### config.mk
export PLATFORM = sky130hd
export DESIGN_NAME = tx_packet_scheduler
export DESIGN_NICKNAME = d
export VERILOG_FILES = /design/src/rtl/tx_packet_scheduler.sv
export SDC_FILE = /design/constraint.sdc
export NUM_CORES = 1
export LEC_CHECK = 0
export ABC_AREA = 1
export CAP_MARGIN = 5
export CORE_MARGIN = 3
export CORE_UTILIZATION = 40
export DETAILED_ROUTE_END_ITERATION = 8
export GPL_TIMING_DRIVEN = 0
export HOLD_SLACK_MARGIN = 0.1
export MAX_ROUTING_LAYER = met4
export PLACE_DENSITY = 0.81
export SETUP_SLACK_MARGIN = 0.15
export SLEW_MARGIN = 40
export SYNTH_ARGS = -nofsm -noshare
export SYNTH_HDL_FRONTEND = slang
export SYNTH_SLANG_ARGS = --single-unit
### constraint.sdc
create_clock -name mon_clk -period 1.3 [get_ports mon_clk]
set_input_delay 0.13 -clock mon_clk [delete_from_list [all_inputs] [get_ports mon_clk]]
set_output_delay 0.13 -clock mon_clk [all_outputs]
set_load 0.05 [all_outputs]
### src/rtl/tx_packet_scheduler.sv
// Arbitrates the single outbound 40-bit monitor-link packet slot between power-on reply,
// keyboard/mouse and microphone sources, holds the packet until retrieved, then acks the winner.
module tx_packet_scheduler #(
    parameter logic [39:0] PWR_PKT   = 40'h0000000000,
    parameter logic [7:0]  KB_OP     = 8'h00,
    parameter logic [7:0]  MOUSE_OP  = 8'h00,
    parameter logic [7:0]  MIC_OP    = 8'h00,
    parameter int          KB_STARVE = 3,
    parameter logic [15:0] STALL_MAX = 16'd50000
) (
    input  logic        mon_clk,
    input  logic        hw_reset_n,
    input  logic        pwr_req,
    input  logic        kb_valid,
    input  logic        kb_is_mouse,
    input  logic [15:0] kb_data,
    output logic        kb_ack,
    input  logic        mic_valid,
    input  logic [31:0] mic_data,
    output logic        mic_ack,
    output logic [39:0] out_data,
    output logic        out_valid,
    input  logic        out_retrieved,
    output logic [1:0]  grant_src,
    output logic        stall_err
);

    localparam int SW = $clog2(KB_STARVE + 1);
    localparam logic [SW-1:0] STARVE_LIMIT = SW'(KB_STARVE);

    localparam logic [1:0] SRC_NONE = 2'd0;
    localparam logic [1:0] SRC_PWR  = 2'd1;
    localparam logic [1:0] SRC_KB   = 2'd2;
    localparam logic [1:0] SRC_MIC  = 2'd3;

    typedef enum logic [1:0] {IDLE, OFFER, ACK} state_t;

    state_t        state, state_next;
    logic          pwr_pending;
    logic [SW-1:0] starve_cnt;
    logic [15:0]   stall_cnt;
    logic [1:0]    win_src;
    logic [39:0]   win_pkt;
    logic          pwr_want;
    logic          kb_forced;

    // A pwr_req pulse competes in the same cycle it arrives, keeping reply latency at one cycle.
    assign pwr_want  = pwr_pending | pwr_req;
    assign kb_forced = kb_valid && (starve_cnt == STARVE_LIMIT);

    always_ff @(posedge mon_clk) begin
        if (!hw_reset_n) state <= IDLE;
        else             state <= state_next;
    end

    always_comb begin
        state_next = state;
        win_src    = SRC_NONE;
        win_pkt    = '0;
        case (state)
            IDLE: begin
                if (pwr_want)       win_src = SRC_PWR;
                else if (kb_forced) win_src = SRC_KB;
                else if (mic_valid) win_src = SRC_MIC;
                else if (kb_valid)  win_src = SRC_KB;
                if (win_src != SRC_NONE) state_next = OFFER;
            end
            OFFER:   if (out_retrieved) state_next = ACK;
            ACK:     state_next = IDLE;
            default: state_next = IDLE;
        endcase
        case (win_src)
            SRC_PWR: win_pkt = PWR_PKT;
            SRC_KB:  win_pkt = {kb_is_mouse ? MOUSE_OP : KB_OP, 16'h0000, kb_data};
            SRC_MIC: win_pkt = {MIC_OP, mic_data};
            default: win_pkt = '0;
        endcase
    end

    assign kb_ack  = (state == ACK) && (grant_src == SRC_KB);
    assign mic_ack = (state == ACK) && (grant_src == SRC_MIC);

    always_ff @(posedge mon_clk) begin
        if (!hw_reset_n) begin
            out_data    <= '0;
            out_valid   <= 1'b0;
            grant_src   <= SRC_NONE;
            stall_err   <= 1'b0;
            pwr_pending <= 1'b0;
            starve_cnt  <= '0;
            stall_cnt   <= '0;
        end else begin
            // A request landing on the clearing cycle re-arms, so the reply goes out again.
            if (state == ACK && grant_src == SRC_PWR) pwr_pending <= pwr_req;
            else                                      pwr_pending <= pwr_pending | pwr_req;

            case (state)
                IDLE: begin
                    if (win_src != SRC_NONE) begin
                        out_data  <= win_pkt;
                        grant_src <= win_src;
                        out_valid <= 1'b1;
                        stall_cnt <= '0;
                    end
                    if (!kb_valid || win_src == SRC_KB) starve_cnt <= '0;
                    else if (win_src == SRC_MIC && starve_cnt != STARVE_LIMIT)
                        starve_cnt <= starve_cnt + 1'b1;
                end
                OFFER: begin
                    if (out_retrieved) begin
                        out_valid <= 1'b0;
                        stall_cnt <= '0;
                    end else if (stall_cnt != STALL_MAX) begin
                        stall_cnt <= stall_cnt + 16'd1;
                        if (stall_cnt == STALL_MAX - 16'd1) stall_err <= 1'b1;
                    end
                end
                ACK:     grant_src <= SRC_NONE;
                default: ;
            endcase
        end
    end

endmodule

Yosys cells after proc, flatten, opt, wreduce, memory -nomap -nowiden
Index checks and enable logic that the tools add are counted.
Cells by class
  bitwise gates (word level): 2
  reduce and logical (&&, ||, !) cells: 20
  mux-type cells: 22
  add/subtract/negate cells: 2
  equality and inequality tests: 15
Operators with widths (number)
  $pmux W32 S2: 1
  $mux W16: 3
  $pmux W16 S2: 1
  $mux W2: 11
  $add A16 B1 Y16 const B: 1
  $eq A16 B16 Y1 const B: 1
  $ne A16 B16 Y1 const B: 1
  $eq A2 B2 Y1 const B: 6
  $reduce_bool A2 Y1: 5
  $ne A2 B2 Y1 const B: 4
  $pmux W2 S2: 2
  $reduce_and A2 Y1: 4
  $reduce_and A3 Y1: 2
  $logic_and A1 B1 Y1: 5
  $eq A2 B1 Y1 const B: 2
  $reduce_and A4 Y1: 1
  $mux W1: 3
  $ne A3 B3 Y1 const B: 1
  $add A2 B1 Y2 const B: 1
  $logic_not A2 Y1: 1
  $pmux W1 S2: 1
  $logic_not A1 Y1: 1
  $logic_or A1 B1 Y1: 1
  $not A1 Y1: 1
  $or A1 B1 Y1: 1
Word-level totals
  word-level logic and storage cells: 69
  flip-flop bits (word level): 65

Logic depth before layout (Yosys ltp)
Gate-level depths: netlist of the first run.
  word-level depth: 10
  depth in mapped cells: 10
  depth with buffers taken out: 10

Worst setup path before layout of the first run
No wires, ideal clock.
  path kind: reg2out
  from: register grant_src[0]
  to: output mic_ack
  path buffers: 0
  arrival: 1.869 ns
  required time: 1.170 ns
  stages on the path, launching flop included: 3
  slack: -0.699 ns
  cell sequence: dfxtp_1 inv_1 nor3_1
On the way
  longest elaborated chain between the ends: 2
RTL lines
  start, declared: line 24  | output logic [1:0] grant_src,
  start signal, assigned: line 101  | grant_src <= win_src;
  $eq A2 B2 Y1: line 81  | assign mic_ack = (state == ACK) && (grant_src == SRC_MIC);
  $logic_and A1 B1 Y1: line 81
  end, declared: line 20  | output logic mic_ack,
Every way passes these cells.

Worst setup path after layout of the first run
  from: register state[1]
  to: register out_data[25]
On the way
  longest elaborated chain between the ends: 4
  elaborated cells between the ends (all ways): 7
RTL lines
  start, declared: line 38  | state_t state, state_next;
  start signal, assigned: line 53  | else state <= state_next;
  $logic_not A2 Y1 *: line 60, 97
  $mux W2: line 60  | case (state)
  $eq A2 B2 Y1 / $reduce_bool A2 Y1 (equally long branches): line 72, 99
  $pmux W32 S2 / $reduce_and A2 Y1 (equally long branches)
  end signal, assigned: line 100  | out_data <= win_pkt;
  end, declared: line 21  | output logic [39:0] out_data,
Mark *: on every way between the ends. The rest lies on a longest branch, timed or not.
A chain may end at the register's enable or synchronous reset.

==> results of run 1 <==
-- report_power, final --
group | leakage (uW) | switching [uW] | internal [uW]
Combinational | 0.00156 | 924 | 609
Sequential | 0.000473 | 74.1 | 1840
Clock | 0.000105 | 778 | 1040
-- worst max-delay path by stage --
stage	startpoint	end	slack, ps	depth (start not counted)
2_1_floorplan	grant_src[0]	mic_ack	50	2
3_3_place_gp	state[1]	kb_ack	-470	4
3_5_place_dp	state[1]	mic_ack	-490	4
4_1_cts	state[1]	mic_ack	-180	4
5_1_grt	stall_cnt[0]	stall_cnt[9]	-230	9
6_report	state[1]	out_data[25]	-160	8
-- Yosys cell counts (3+ instances only) --
master / number
nand2_1: 121
dfxtp_1: 57
a21oi_1: 46
inv_1: 43
nor2_1: 38
o21ai_0: 35
nand3_1: 32
buf_4: 9
clkbuf_1: 8
nand4_1: 8
nor2_4: 6
nor3_1: 6
buf_6: 5
nor2_2: 5
buf_2: 4
ha_1: 3
-- tightest hold or removal path: cells and delay by family --
kind	cells	cell delay, ps
buf+inv	1	200
compound gates	2	180
-- through the flow --
step                      total power [uW]  utilization (%)
after global routing                  5450             71.8
after detailed placement              3160             59.6
final                                 5270             71.8
after global placement                3140             59.6
after floorplan                       2720                -
after CTS                             5070             66.4
-- cell type report --
cell class                      count  area [sq um]
Sequential cell                    57          1170
Timing Repair Buffer              123          1070
Tap cell                           96           120
Fill cell                         488          1980
Clock buffer                       12           165
Clock inverter                      4          50.0
Multi-Input combinational cell    322          2040
Inverter                           45           176
Buffer                             25           238
-- repair_timing --
| action | 4_1_cts | 5_1_grt |
|---|---|---|
| gates cloned | 4 | 2 |
| buffers inserted | 20 | 8 |
| gates resized for setup | 270 | 79 |
| endpoints found under the setup margin | 93 | 60 |
| pin swaps | 23 | 36 |
-- registers in the layout, summed over array words and instances (netlist names) --
register     flops
stall_cnt       16
out_valid        1
pwr_pending      1
out_data        32
grant_src        2
state            2
stall_err        1
starve_cnt       2
-- routing by layer --
metal  up-vias  track usage, %  wire [microns]  share of wire, %
met1      1646            26.4            4050                38
met4         0            9.41             295               2.8
met3        36            7.47             854               8.0
met2       174            41.5            5500                51
li1       1690               -               -                 -
met5         -               -               0                 0
-- cells in the final DEF, fill, tap and decap left out, drive strengths merged --
master / n
nand3: 33
a21boi: 1
nor3: 6
clkdlybuf4s50: 52
clkbuf: 23
dfxtp: 57
bufinv: 1
buf: 85
clkinvlp: 2
inv: 45
a21oi: 46
conb: 8
nand2: 125
clkinv: 1
nand4: 8
nand3b: 1
or2: 2
nor4: 2
o21ai: 38
ha: 3
nor2: 49
-- cell families after synthesis --
kind of cell             after synthesis  share of synthesized area, %
flip-flops                            57                          38.3
AND/OR/NAND/NOR                      226                          34.3
buffers and inverters                 71                          11.5
other                                  1                         0.126
adder cells (fa/ha/maj)                3                          1.26
AO/OA/AOI/OAI                         84                          14.6
==> impl_metrics.json, run 1 <==
{
  "grt_overflow": 0,
  "max_freq_ghz": 0.684,
  "netlist_area_sq_mm": 0.00298,
  "wl_mm": 10.7,
  "cp_max_fo": 7,
  "finalInstanceArea_sq_mm": 0.00504,
  "critical_path.most_common_cell": "nor2_4",
  "clkTransAtPathRegs_ps": 70,
  "start_util_pct": 42.5,
  "maxCapViolations": 0,
  "wl_per_cell_microns": 15.6,
  "placed_area_sq_mm": 0.00419,
  "clock_sinks": 57,
  "async_reset_ff_share_pct": 0,
  "violations": "negative setup slack",
  "ys_types": 27,
  "final_hold_viol_count": 0,
  "synth.area.top_cells": "dfxtp_1 (38%), nand2_1 (15%), a21oi_1 (7.7%)",
  "rrSetupSlack_ps": -160,
  "dp_hpwl_mm": 6.76,
  "htree_num_levels": 3,
  "crit_path_max_incr_delay_ps": 330,
  "critPathSlowestCell": "dfxtp_2",
  "synth_top_area_cell": "dfxtp_1",
  "dr.pass1.iters": 6,
  "io_pins": 101,
  "ys_ff_latch": 57,
  "num_antenna_cells": 0,
  "hold_path.startpoint": "hw_reset_n",
  "rsz0062_at_grt": "yes",
  "status": "complete, but fails checks",
  "stdcell_count": 684,
  "p_per_area_mw_per_mm2": 1050,
  "critical_path_class": "flip-flop to flip-flop",
  "synth_top_area_share_pct": 38.3,
  "fp.dieW_microns": 92.3,
  "gp_congestion": 0.940,
  "dieHeight_microns": 92.3,
  "fin_nets": 641,
  "synth_cells": 442,
  "post-place-ws_ps": -485,
  "portBuffers": 90,
  "setup_violations": 56,
  "ys_seq_area_share_pct": 38.3,
  "crit_arrival_ps": 1740,
  "grt_first_pass_wirelength_mm": 16.0,
  "grt_pass1_vias": 3397,
  "synth_ff_type": "dfxtp_1",
  "grt_use_total_pct": 24.3,
  "synth_area_per_cell_sq_um": 6.74,
  "min_period_ps": 1460,
  "ant_nets": 0,
  "clock_latency_ps": 350,
  "synth_edf_count": 0,
  "hp-class": "primary input to flip-flop",
  "worst-path-buf-inv": 3,
  "cts_root_buf": "clkbuf_8",
  "initialDrtViolationCount": 217,
  "grt_max_degree": 11,
  "skew_ps": 9.52,
  "whs_path_depth": 3,
  "setup_tns_ps": -6550,
  "dpl.cell_count": 635,
  "drive_above_1_share_pct": 41.7,
  "core_area_sq_mm": 0.00702,
  "fp-row-count": 30,
  "crit_required_ps": 1580,
  "report.final.slew_viol_count": 0,
  "grt_antenna_before_repair": 0,
  "die-area_sq_mm": 0.00852,
  "numCtsBuffers": 9,
  "worstPathCellList": "buf_4, nor2_4, nand2_4, nor2_4, buf_12, buf_8, nand2_1, a21oi_1",
  "cp_top_family": "simple AND/OR/NAND/NOR gates",
  "p_leak_uw": 0.00213,
  "rr_startpoint": "state[1]",
  "vias": 3546,
  "cts_hold_buf": 0,
  "timing.slew.headroom_pct": 51.3,
  "post-route-period-util_pct": 112,
  "r2r.worst_path.cells": 8,
  "yosysWarnings": 0,
  "clockBufferDepth": 2,
  "setup_ws_ps": -162,
  "tritoncts": "yes",
  "fin_hold_ws_ps": 194,
  "ir_drop_uv": 674,
  "worst_setup_path_end_kind": "flip-flop",
  "syn_to_final_growth_pct": 69.1,
  "critPathLaunchType": "flip-flop",
  "tightest_slew_ps": 731,
  "holdPathEnd": "out_data[4]",
  "vias_per_cell": 5.18,
  "timing.rr.end": "out_data[25]",
  "drcViolationCount": 0
}
Note: power is estimated with default switching activity, not from simulation.
==> run 2: changes to the inputs <==
CTS_BUF_LIST = sky130_fd_sc_hd__clkbuf_4 sky130_fd_sc_hd__clkbuf_8   (was default)
==> results of run 2 <==
Same layout as run 1: the final DEF is identical, and so are final timing and power.
